--- config.mk ---
export PLATFORM = sky130hd
export DESIGN_NAME = ct_compare_ctrl
export DESIGN_NICKNAME = d
export VERILOG_FILES = /design/src/rtl/ct_cmp_pkg.sv /design/src/rtl/set_equal.sv /design/src/rtl/ct_compare_ctrl.sv
export SDC_FILE = /design/constraint.sdc
export NUM_CORES = 1
export LEC_CHECK = 0
export ABC_CLOCK_PERIOD_IN_PS = 3700
export CAP_MARGIN = 20
export CELL_PAD_IN_SITES_DETAIL_PLACEMENT = 1
export CELL_PAD_IN_SITES_GLOBAL_PLACEMENT = 2
export CORE_MARGIN = 4
export CORE_UTILIZATION = 30
export CTS_BUF_LIST = sky130_fd_sc_hd__clkbuf_8
export DETAILED_ROUTE_END_ITERATION = 7
export GPL_ROUTABILITY_DRIVEN = 0
export MAX_ROUTING_LAYER = met4
export PLACE_DENSITY = 0.87
export SLEW_MARGIN = 20
export SYNTH_ARGS = -nofsm -noshare
export SYNTH_HDL_FRONTEND = slang
export SYNTH_SLANG_ARGS = --single-unit
--- constraint.sdc ---
create_clock -name clk_i -period 3.7 [get_ports clk_i]
set_input_delay 0.925 -clock clk_i [delete_from_list [all_inputs] [get_ports clk_i]]
set_output_delay 0.925 -clock clk_i [all_outputs]
set_load 0.02 [all_outputs]
--- src/rtl/ct_cmp_pkg.sv ---
// Shared types and constants for the constant-time buffer comparator.
package ct_cmp_pkg;

  typedef enum logic [1:0] {
    CMP_IDLE,
    CMP_ISSUE,
    CMP_DRAIN,
    CMP_DONE
  } cmp_state_e;

  localparam int CMP_DATA_W = 32;

endpackage

--- src/rtl/set_equal.sv ---
// Word equality comparator: rd_o[0] is 1 when both operands match; upper bits are zero.
module set_equal #(
  parameter int W = 32
) (
  input  logic [W-1:0] a_i,
  input  logic [W-1:0] b_i,
  output logic [W-1:0] rd_o
);

  assign rd_o = {{(W-1){1'b0}}, (a_i == b_i)};

endmodule

--- src/rtl/ct_compare_ctrl.sv ---
// Constant-time comparator controller: walks len words of two buffers, folds any
// mismatch into a sticky accumulator, and reports the result after the full walk.
module ct_compare_ctrl
  import ct_cmp_pkg::*;
#(
  parameter int ADDR_W = 10,
  parameter int LEN_W  = 8
) (
  input  logic                  clk_i,
  input  logic                  rst_ni,
  input  logic                  start_i,
  input  logic                  abort_i,
  input  logic [ADDR_W-1:0]     a_base_i,
  input  logic [ADDR_W-1:0]     b_base_i,
  input  logic [LEN_W-1:0]      len_i,
  output logic                  busy_o,
  output logic                  rd_en_o,
  output logic [ADDR_W-1:0]     rd_a_addr_o,
  output logic [ADDR_W-1:0]     rd_b_addr_o,
  input  logic [CMP_DATA_W-1:0] rd_a_data_i,
  input  logic [CMP_DATA_W-1:0] rd_b_data_i,
  output logic                  done_o,
  output logic                  equal_o
);

  cmp_state_e r_state;
  cmp_state_e w_state_next;

  logic [ADDR_W-1:0]     r_a_base, r_b_base, r_a_addr, r_b_addr;
  logic [LEN_W-1:0]      r_len, r_idx;
  logic                  r_acc, r_rd_vld, r_rd_en, r_done, r_equal;
  logic [CMP_DATA_W-1:0] w_rd;
  logic                  w_word_ne, w_last_issue, w_abort;
  logic [ADDR_W-1:0]     w_offs;
  logic                  w_unused_rd;

  set_equal #(.W(CMP_DATA_W)) u_set_equal (
    .a_i  (rd_a_data_i),
    .b_i  (rd_b_data_i),
    .rd_o (w_rd)
  );

  assign w_unused_rd  = ^w_rd[CMP_DATA_W-1:1];
  assign w_word_ne    = r_rd_vld & ~w_rd[0];
  assign w_last_issue = (r_idx == (r_len - LEN_W'(1)));
  assign w_abort      = abort_i & (r_state != CMP_IDLE);
  assign w_offs       = ADDR_W'(r_idx) + ADDR_W'(1);

  always_comb begin
    w_state_next = r_state;
    if (w_abort) begin
      w_state_next = CMP_IDLE;
    end else begin
      case (r_state)
        CMP_IDLE:  if (start_i) w_state_next = (len_i == '0) ? CMP_DONE : CMP_ISSUE;
        CMP_ISSUE: if (w_last_issue) w_state_next = CMP_DRAIN;
        CMP_DRAIN: w_state_next = CMP_DONE;
        default:   w_state_next = CMP_IDLE;
      endcase
    end
  end

  always_ff @(posedge clk_i) begin
    if (!rst_ni) begin
      r_state  <= CMP_IDLE;
      r_a_base <= '0;
      r_b_base <= '0;
      r_a_addr <= '0;
      r_b_addr <= '0;
      r_len    <= '0;
      r_idx    <= '0;
      r_acc    <= 1'b0;
      r_rd_vld <= 1'b0;
      r_rd_en  <= 1'b0;
      r_done   <= 1'b0;
      r_equal  <= 1'b0;
    end else begin
      r_state  <= w_state_next;
      r_rd_vld <= r_rd_en;
      r_done   <= 1'b0;
      if (w_abort) begin
        r_rd_en  <= 1'b0;
        r_rd_vld <= 1'b0;
        r_equal  <= 1'b0;
      end else begin
        case (r_state)
          CMP_IDLE: begin
            if (start_i) begin
              r_a_base <= a_base_i;
              r_b_base <= b_base_i;
              r_a_addr <= a_base_i;
              r_b_addr <= b_base_i;
              r_len    <= len_i;
              r_idx    <= '0;
              r_acc    <= 1'b0;
              if (len_i == '0) begin
                r_done  <= 1'b1;
                r_equal <= 1'b1;
              end else begin
                r_rd_en <= 1'b1;
                r_equal <= 1'b0;
              end
            end
          end
          CMP_ISSUE: begin
            // Accumulate every returned word; never exit early on mismatch.
            r_acc <= r_acc | w_word_ne;
            if (w_last_issue) begin
              r_rd_en <= 1'b0;
            end else begin
              r_idx    <= r_idx + LEN_W'(1);
              r_a_addr <= r_a_base + w_offs;
              r_b_addr <= r_b_base + w_offs;
            end
          end
          CMP_DRAIN: begin
            r_acc   <= r_acc | w_word_ne;
            r_done  <= 1'b1;
            r_equal <= ~(r_acc | w_word_ne);
          end
          default: begin
          end
        endcase
      end
    end
  end

  assign busy_o      = (r_state != CMP_IDLE);
  assign rd_en_o     = r_rd_en;
  assign rd_a_addr_o = r_a_addr;
  assign rd_b_addr_o = r_b_addr;
  assign done_o      = r_done;
  assign equal_o     = r_equal;

endmodule

; Word-level counts from Yosys, hierarchy flattened
; Index checks and enable logic that the tools add are counted.
[totals]
regBits = 63
input_bits = 96
out_inout_bits = 24
[classes]
add_sub_neg = 5
eq_ne = 8
muxes = 24
n_bitwise = 7
reduce_logical = 14
[ops]
columns = operator, count
row1 = $mux W10, 4
row2 = $pmux W10 S2, 2
row3 = $eq A32 B32 Y1, 1
row4 = $add A10 B9 Y10, 2
row5 = $mux W8, 2
row6 = $pmux W8 S2, 1
row7 = $add A8 B1 Y9 const B, 1
row8 = $add A8 B1 Y8 const B, 1
row9 = $eq A8 B8 Y1, 1
row10 = $logic_not A8 Y1, 1
row11 = $ne A2 B2 Y1 const B, 4
row12 = $pmux W1 S2, 4
row13 = $reduce_and A4 Y1, 2
row14 = $reduce_bool A2 Y1, 4
row15 = $sub A8 B1 Y8 const B, 1
row16 = $mux W1, 7
row17 = $mux W2, 3
row18 = $pmux W2 S3, 1
row19 = $reduce_and A3 Y1, 2
row20 = $not A1 Y1, 4
row21 = $reduce_and A2 Y1, 2
row22 = $reduce_or A2 Y1, 2
row23 = $and A1 B1 Y1, 2
row24 = $eq A2 B1 Y1 const B, 1
row25 = 3 further kinds, 3

; Logic depth before layout (Yosys ltp)
[depth]
ltp_word = 6
ltp_mapped = 12

; Hierarchy
; From an unflattened synthesis, not the netlist that was laid out.
[hier_totals]
cells_unflattened = 568
hier_area_um2 = 4710.8
[modules_own_cells]
columns = mod, instances, cells_each, area_each_um2, seq_area_each_um2
row1 = ct_compare_ctrl, 1, 493, 4127.7, 1261.2
row2 = set_equal, 1, 75, 583.1, 0.0

; Worst setup path before layout
; Ideal clock, no wire load.
[synth_path]
kind = reg2reg
from = reg r_idx[0]
to = reg r_a_addr[7] (netlist: rd_a_addr_o[7])
setup_time_ns = 0.080
arrival_time_ns = 2.449
setup_slack_ns = 1.171
stages_incl_launch_ff = 13
n_path_buf = 0
cell_sequence = dfxtp_1 ha_1 nand3_1 or2_2 nand2_1 ha_1 nand3_1 o211ai_1 or2_2 a31oi_1 xnor2_1 mux2i_1 a211oi_2
[synth_between]
elab_chain_len = 4
[synth_rtl]
columns = element, line_no
row1 = "start, declared", ct_compare_ctrl.sv:30  ; logic [LEN_W-1:0] r_len, r_idx;
row2 = "start signal, assigned", ct_compare_ctrl.sv:111  ; r_idx <= r_idx + LEN_W'(1);
row3 = $add A8 B1 Y9, ct_compare_ctrl.sv:47  ; assign w_offs = ADDR_W'(r_idx) + ADDR_W'(1);
row4 = $add A10 B9 Y10, ct_compare_ctrl.sv:112  ; r_a_addr <= r_a_base + w_offs;
row5 = $mux W10, ct_compare_ctrl.sv:108  ; if (w_last_issue) begin
row6 = $pmux W10 S2, ct_compare_ctrl.sv:86  ; case (r_state)
row7 = "end signal, assigned", ct_compare_ctrl.sv:91  ; r_a_addr <= a_base_i;
row8 = "end signal, assigned", ct_compare_ctrl.sv:112
row9 = "end, declared", ct_compare_ctrl.sv:29  ; logic [ADDR_W-1:0] r_a_base, r_b_base, r_a_addr, r_b_addr;
; Several ways; a longest one is shown, not always the timed one. The select of a mux whose other input is x is not followed.
; A chain may end at the register's enable or synchronous reset.

; Worst setup path in the final report
[layout_path]
from = reg r_state[0]
to = out busy_o
[layout_between]
elab_chain_len = 1
[layout_rtl]
columns = element, line_no
row1 = "start, declared", ct_compare_ctrl.sv:26  ; cmp_state_e r_state;
row2 = "start signal, assigned", ct_compare_ctrl.sv:78  ; r_state <= w_state_next;
row3 = $reduce_bool A2 Y1, ct_compare_ctrl.sv:128  ; assign busy_o = (r_state != CMP_IDLE);
row4 = "end, declared", ct_compare_ctrl.sv:16  ; output logic busy_o,
; Every way passes these cells.

==> impl_results.html <==
<table>
<tr><th>Metric</th><th>Value</th></tr>
<tr><th colspan="2">Run status</th></tr>
<tr><td>Result of the run</td><td>complete, no violations</td></tr>
<tr><th colspan="2">CTS</th></tr>
<tr><td>Clock latency on the worst-skew pair</td><td>0.38 ns</td></tr>
<tr><td>Clock slew at the register clock pins of the worst setup and hold paths</td><td>0.07 ns</td></tr>
<tr><td>TritonCTS clock tree</td><td>built</td></tr>
<tr><td>Buffer levels on the longest clock path</td><td>2</td></tr>
<tr><td>Number of hold buffers added after CTS</td><td>0</td></tr>
<tr><td>Clock net sink count</td><td>63</td></tr>
<tr><td>Clock H-tree levels</td><td>3</td></tr>
<tr><td>Number of buffers created by CTS</td><td>9</td></tr>
<tr><td>Setup repair bufs after CTS</td><td>0</td></tr>
<tr><td>Post-CTS resize count</td><td>0</td></tr>
<tr><td>Clock tree root driver cell</td><td>sky130_fd_sc_hd__clkbuf_8</td></tr>
<tr><th colspan="2">STA</th></tr>
<tr><td>Final number of hold-violating endpoints</td><td>0</td></tr>
<tr><td>Max Clock Skew</td><td>0.01323 ns</td></tr>
<tr><td>Final count of pins violating max slew</td><td>0</td></tr>
<tr><td>Slew margin rel.</td><td>0.4490</td></tr>
<tr><td>Slew at the pin with the worst max-slew slack</td><td>0.8255 ns</td></tr>
<tr><td>Share of the clock period used by the worst path</td><td>0.7788</td></tr>
<tr><td>FMAX</td><td>0.3470 GHz</td></tr>
<tr><td>Final sum of negative setup slack</td><td>0 ns</td></tr>
<tr><td>Setup WS post-layout</td><td>0.8185 ns</td></tr>
<tr><td>Setup violations, final</td><td>0</td></tr>
<tr><td>Shortest clock period the worst path allows after layout</td><td>2.882 ns</td></tr>
<tr><td>Unrepaired setup endpoints after global routing</td><td>false</td></tr>
<tr><th colspan="2">Global route</th></tr>
<tr><td>Antenna violations before repair</td><td>0</td></tr>
<tr><td>Maximum number of pins on one net before global-route repair</td><td>28</td></tr>
<tr><td>Congestion Overflow GR</td><td>0</td></tr>
<tr><td>Wire length of the first global-routing pass</td><td>23,700 um</td></tr>
<tr><td>Number of global-route vias before repair</td><td>4,371</td></tr>
<tr><td>Global routing usage summed across all routing layers</td><td>0.1956</td></tr>
<tr><th colspan="2">Floorplanning</th></tr>
<tr><td>Number of top-level design ports</td><td>120</td></tr>
<tr><td>Core outline area</td><td>13,300 um2</td></tr>
<tr><td>Area enclosed by the die boundary</td><td>15,520 um2</td></tr>
<tr><td>Initial cell density of the core</td><td>0.3066</td></tr>
<tr><td>Height of the die</td><td>124.6 um</td></tr>
<tr><td>Die X</td><td>124.6 um</td></tr>
<tr><td>Standard-cell row count</td><td>42</td></tr>
<tr><th colspan="2">Logic synthesis</th></tr>
<tr><td>Sequential area share after synthesis</td><td>0.3094</td></tr>
<tr><td>Top flip-flop cell by instance count after synthesis</td><td>sky130_fd_sc_hd__dfxtp_1</td></tr>
<tr><td>Syn Area/Cell</td><td>8.137 um2</td></tr>
<tr><td>Portion of synthesized cell area occupied by the leading cell type</td><td>0.3094</td></tr>
<tr><td>Instance count of the mapped netlist</td><td>501</td></tr>
<tr><td>Distinct cell type count of the synthesized netlist</td><td>52</td></tr>
<tr><td>Async SR Flop Fraction</td><td>0</td></tr>
<tr><td>Number of warnings printed during yosys synthesis</td><td>0</td></tr>
<tr><td>Netlist area before placement</td><td>4076 um2</td></tr>
<tr><td>Synth top area cells</td><td>sky130_fd_sc_hd__dfxtp_1 (31%), sky130_fd_sc_hd__xor2_1 (9.2%), sky130_fd_sc_hd__nand2_1 (7.8%)</td></tr>
<tr><td>Post-synthesis net count</td><td>623</td></tr>
<tr><td>Synth Register Bits</td><td>63</td></tr>
<tr><td>Number of enable flip-flop cells after synthesis</td><td>0</td></tr>
<tr><td>Largest area contributor in the netlist</td><td>sky130_fd_sc_hd__dfxtp_1</td></tr>
<tr><th colspan="2">Cells and area</th></tr>
<tr><td>Ant. Diodes</td><td>0</td></tr>
<tr><td>Count of filler cells inserted in the layout</td><td>1,586</td></tr>
<tr><td>Final Net Count</td><td>736</td></tr>
<tr><td>Post-route cell area</td><td>5657 um2</td></tr>
<tr><td>Layout area overhead</td><td>38.77%</td></tr>
<tr><td>Layout cells sized above 1</td><td>0.06624</td></tr>
<tr><td>Post-layout util</td><td>0.4255</td></tr>
<tr><th colspan="2">Min path</th></tr>
<tr><td>Start point of the worst hold path</td><td>r_b_base[8]</td></tr>
<tr><td>End point of the worst hold path</td><td>r_b_base[8]</td></tr>
<tr><td>Hold crit path type</td><td>reg -&gt; reg</td></tr>
<tr><td>Number of stages on the worst hold path</td><td>2</td></tr>
<tr><th colspan="2">Routing</th></tr>
<tr><td>Via count</td><td>4,138</td></tr>
<tr><td>Final WL</td><td>14,790 um</td></tr>
<tr><td>Via density per instance</td><td>5.205</td></tr>
<tr><td>Met2 wire len</td><td>7417 um</td></tr>
<tr><td>Residual DRC</td><td>0</td></tr>
<tr><td>Highest metal layer used by the detailed router</td><td>met4</td></tr>
<tr><td>Met3 wire len</td><td>491 um</td></tr>
<tr><td>Detailed router's first-iteration violation count</td><td>155</td></tr>
<tr><td>Count of nets left with antenna violations after detail routing</td><td>0</td></tr>
<tr><td>WL met1</td><td>6571 um</td></tr>
<tr><td>First-pass detailed-route iteration total</td><td>4</td></tr>
<tr><td>Detailed-route wire length per cell</td><td>18.60 um</td></tr>
<tr><th colspan="2">Setup path</th></tr>
<tr><td>Worst endpoint required time</td><td>2.77 ns</td></tr>
<tr><td>Cell chain of the critical path</td><td>inv_1 &gt; ha_1 &gt; inv_1 &gt; clkdlybuf4s50_1</td></tr>
<tr><td>End of the worst register-to-register path</td><td>rd_b_addr_o[8]</td></tr>
<tr><td>Setup slack of the worst register-to-register path</td><td>0.82 ns</td></tr>
<tr><td>Delay of the slowest cell on the worst path</td><td>0.64 ns</td></tr>
<tr><td>Worst setup path startpoint</td><td>r_state[0]</td></tr>
<tr><td>Crit-path max FO</td><td>8</td></tr>
<tr><td>Crit path capture type</td><td>primary output</td></tr>
<tr><td>Depth of the most critical reg-to-reg path</td><td>11</td></tr>
<tr><td>Crit path top cell by count</td><td>sky130_fd_sc_hd__inv_1</td></tr>
<tr><td>Worst reg2reg startpoint</td><td>r_idx[2]</td></tr>
<tr><td>Master of the slowest instance on the critical path</td><td>sky130_fd_sc_hd__clkdlybuf4s50_1</td></tr>
<tr><td>Kind of critical path</td><td>reg -&gt; out</td></tr>
<tr><td>CP Data Arrival Time</td><td>1.96 ns</td></tr>
<tr><td>Critical path launch point type</td><td>flip-flop</td></tr>
<tr><th colspan="2">Placed design</th></tr>
<tr><td>Port-buffer cells</td><td>119</td></tr>
<tr><td>Worst slack, placed</td><td>0.6147 ns</td></tr>
<tr><td>Post-place instance area</td><td>5433 um2</td></tr>
<tr><td>Post-detail-place hpwl</td><td>11,530 um</td></tr>
<tr><th colspan="2">Pwr</th></tr>
<tr><td>Pwr Density</td><td>621.0 nW/um2</td></tr>
<tr><td>Peak supply drop</td><td>0.3869 mV</td></tr>
<tr><td>Sum of internal, switching and leakage power</td><td>3.513 mW</td></tr>
<tr><td>Pleak</td><td>2.289 nW</td></tr>
<tr><th colspan="2">Flow run</th></tr>
<tr><td>Maximum Capacitance Violations</td><td>0</td></tr>
</table>
placed cells by master, fill, tap and decap left out, drive strengths merged, types with 10 or more instances in the layout:
cell	count
inv	16
clkbuf	11
nor3	14
nor2	15
o211a	11
a211oi	10
o21ai	27
clkdlybuf4s50	119
a21oi	56
xnor2	12
mux2i	15
nand2	85
ha	24
nand3	19
xor2	43
dfxtp	63
worst max-delay path: cells and delay by family (launching register included):
| family | cells | cell delay (ns) |
|---|---|---|
| DFF | 1 | 0.39 |
| buffers and inverters | 3 | 0.90 |
| adders and majority gates | 1 | 0.30 |
cells in the mapped netlist (3+ instances only):
library cell                instances
sky130_fd_sc_hd__a31oi_1            4
sky130_fd_sc_hd__a31o_2             7
sky130_fd_sc_hd__inv_1             14
sky130_fd_sc_hd__mux2i_1           15
sky130_fd_sc_hd__nand2b_1           3
sky130_fd_sc_hd__o2111ai_1          5
sky130_fd_sc_hd__a21oi_1           56
sky130_fd_sc_hd__o21ai_0           26
sky130_fd_sc_hd__or2_2              4
sky130_fd_sc_hd__nand2_1           85
sky130_fd_sc_hd__xnor2_1           12
sky130_fd_sc_hd__ha_1              24
sky130_fd_sc_hd__and2_1             3
sky130_fd_sc_hd__clkbuf_1          17
sky130_fd_sc_hd__a211oi_1           6
sky130_fd_sc_hd__or3_1              4
sky130_fd_sc_hd__nand3_1           19
sky130_fd_sc_hd__dfxtp_1           63
sky130_fd_sc_hd__a211oi_2           4
sky130_fd_sc_hd__nand4_1            3
sky130_fd_sc_hd__nor2_1            14
sky130_fd_sc_hd__xor2_1            43
sky130_fd_sc_hd__o211a_1           10
sky130_fd_sc_hd__o211ai_1           3
sky130_fd_sc_hd__nor4_1             8
sky130_fd_sc_hd__nor3_1            14
sequential cells by signal, indices dropped and copies added, names as in the netlist:
register     cells
r_acc            1
done_o           1
r_len            8
equal_o          1
r_state          2
r_rd_vld         1
r_idx            8
r_b_base        10
r_a_base        10
rd_en_o          1
rd_b_addr_o     10
rd_a_addr_o     10
metrics by stage:
stage	instances	hold WS, ns
6_report	795	0.4718
5_1_grt	795	0.4923
4_1_cts	795	0.4725
3_5_place_dp	779	0.4614
3_3_place_gp	779	0.4485
2_1_floorplan	501	0.4406
how the worst max path moves through the flow:
| stage | end | slack (ns) | cells after the start |
|---|---|---|---|
| 2_1_floorplan | rd_a_addr_o[7] | 1.17 | 12 |
| 3_3_place_gp | rd_b_addr_o[7] | 0.67 | 5 |
| 3_5_place_dp | rd_b_addr_o[7] | 0.61 | 5 |
| 4_1_cts | busy_o | 0.79 | 4 |
| 5_1_grt | rd_b_addr_o[8] | 0.60 | 11 |
| 6_report | busy_o | 0.82 | 4 |
final cells by class:
class | count | area, um2 | share of cell area
clock inverters | 5 | 72.57 | 0.01283
well taps | 176 | 220.2 | 0.03893
repair buffers | 126 | 1244 | 0.2199
multi-input cells | 400 | 2655 | 0.4694
inverters | 14 | 52.55 | 0.009290
flip-flops and latches | 63 | 1261 | 0.2230
clock buffers | 11 | 151.4 | 0.02676
power breakdown:
part	switching [mW]	internal, mW
logic	1.07	0.730
registers	0.141	0.861
clock network	0.298	0.411
total	1.51	2.00
layer usage:
metal | global-route usage | vias to the layer above
met4 | 0.07028 | 0
met3 | 0.03345 | 25
met2 | 0.3362 | 107
met1 | 0.2298 | 1987
met5 | - | -
li1 | - | 2019
cell families after synthesis:
logic type	synth area share
buffers and inverters	0.03928
xor gates and xnor gates	0.1182
DFF	0.3094
and+or+nand+nor	0.1836
muxes	0.03683
adders and majority gates	0.08349
AOI/OAI and AO/OA	0.2293
(Power assumes the default switching activity.)
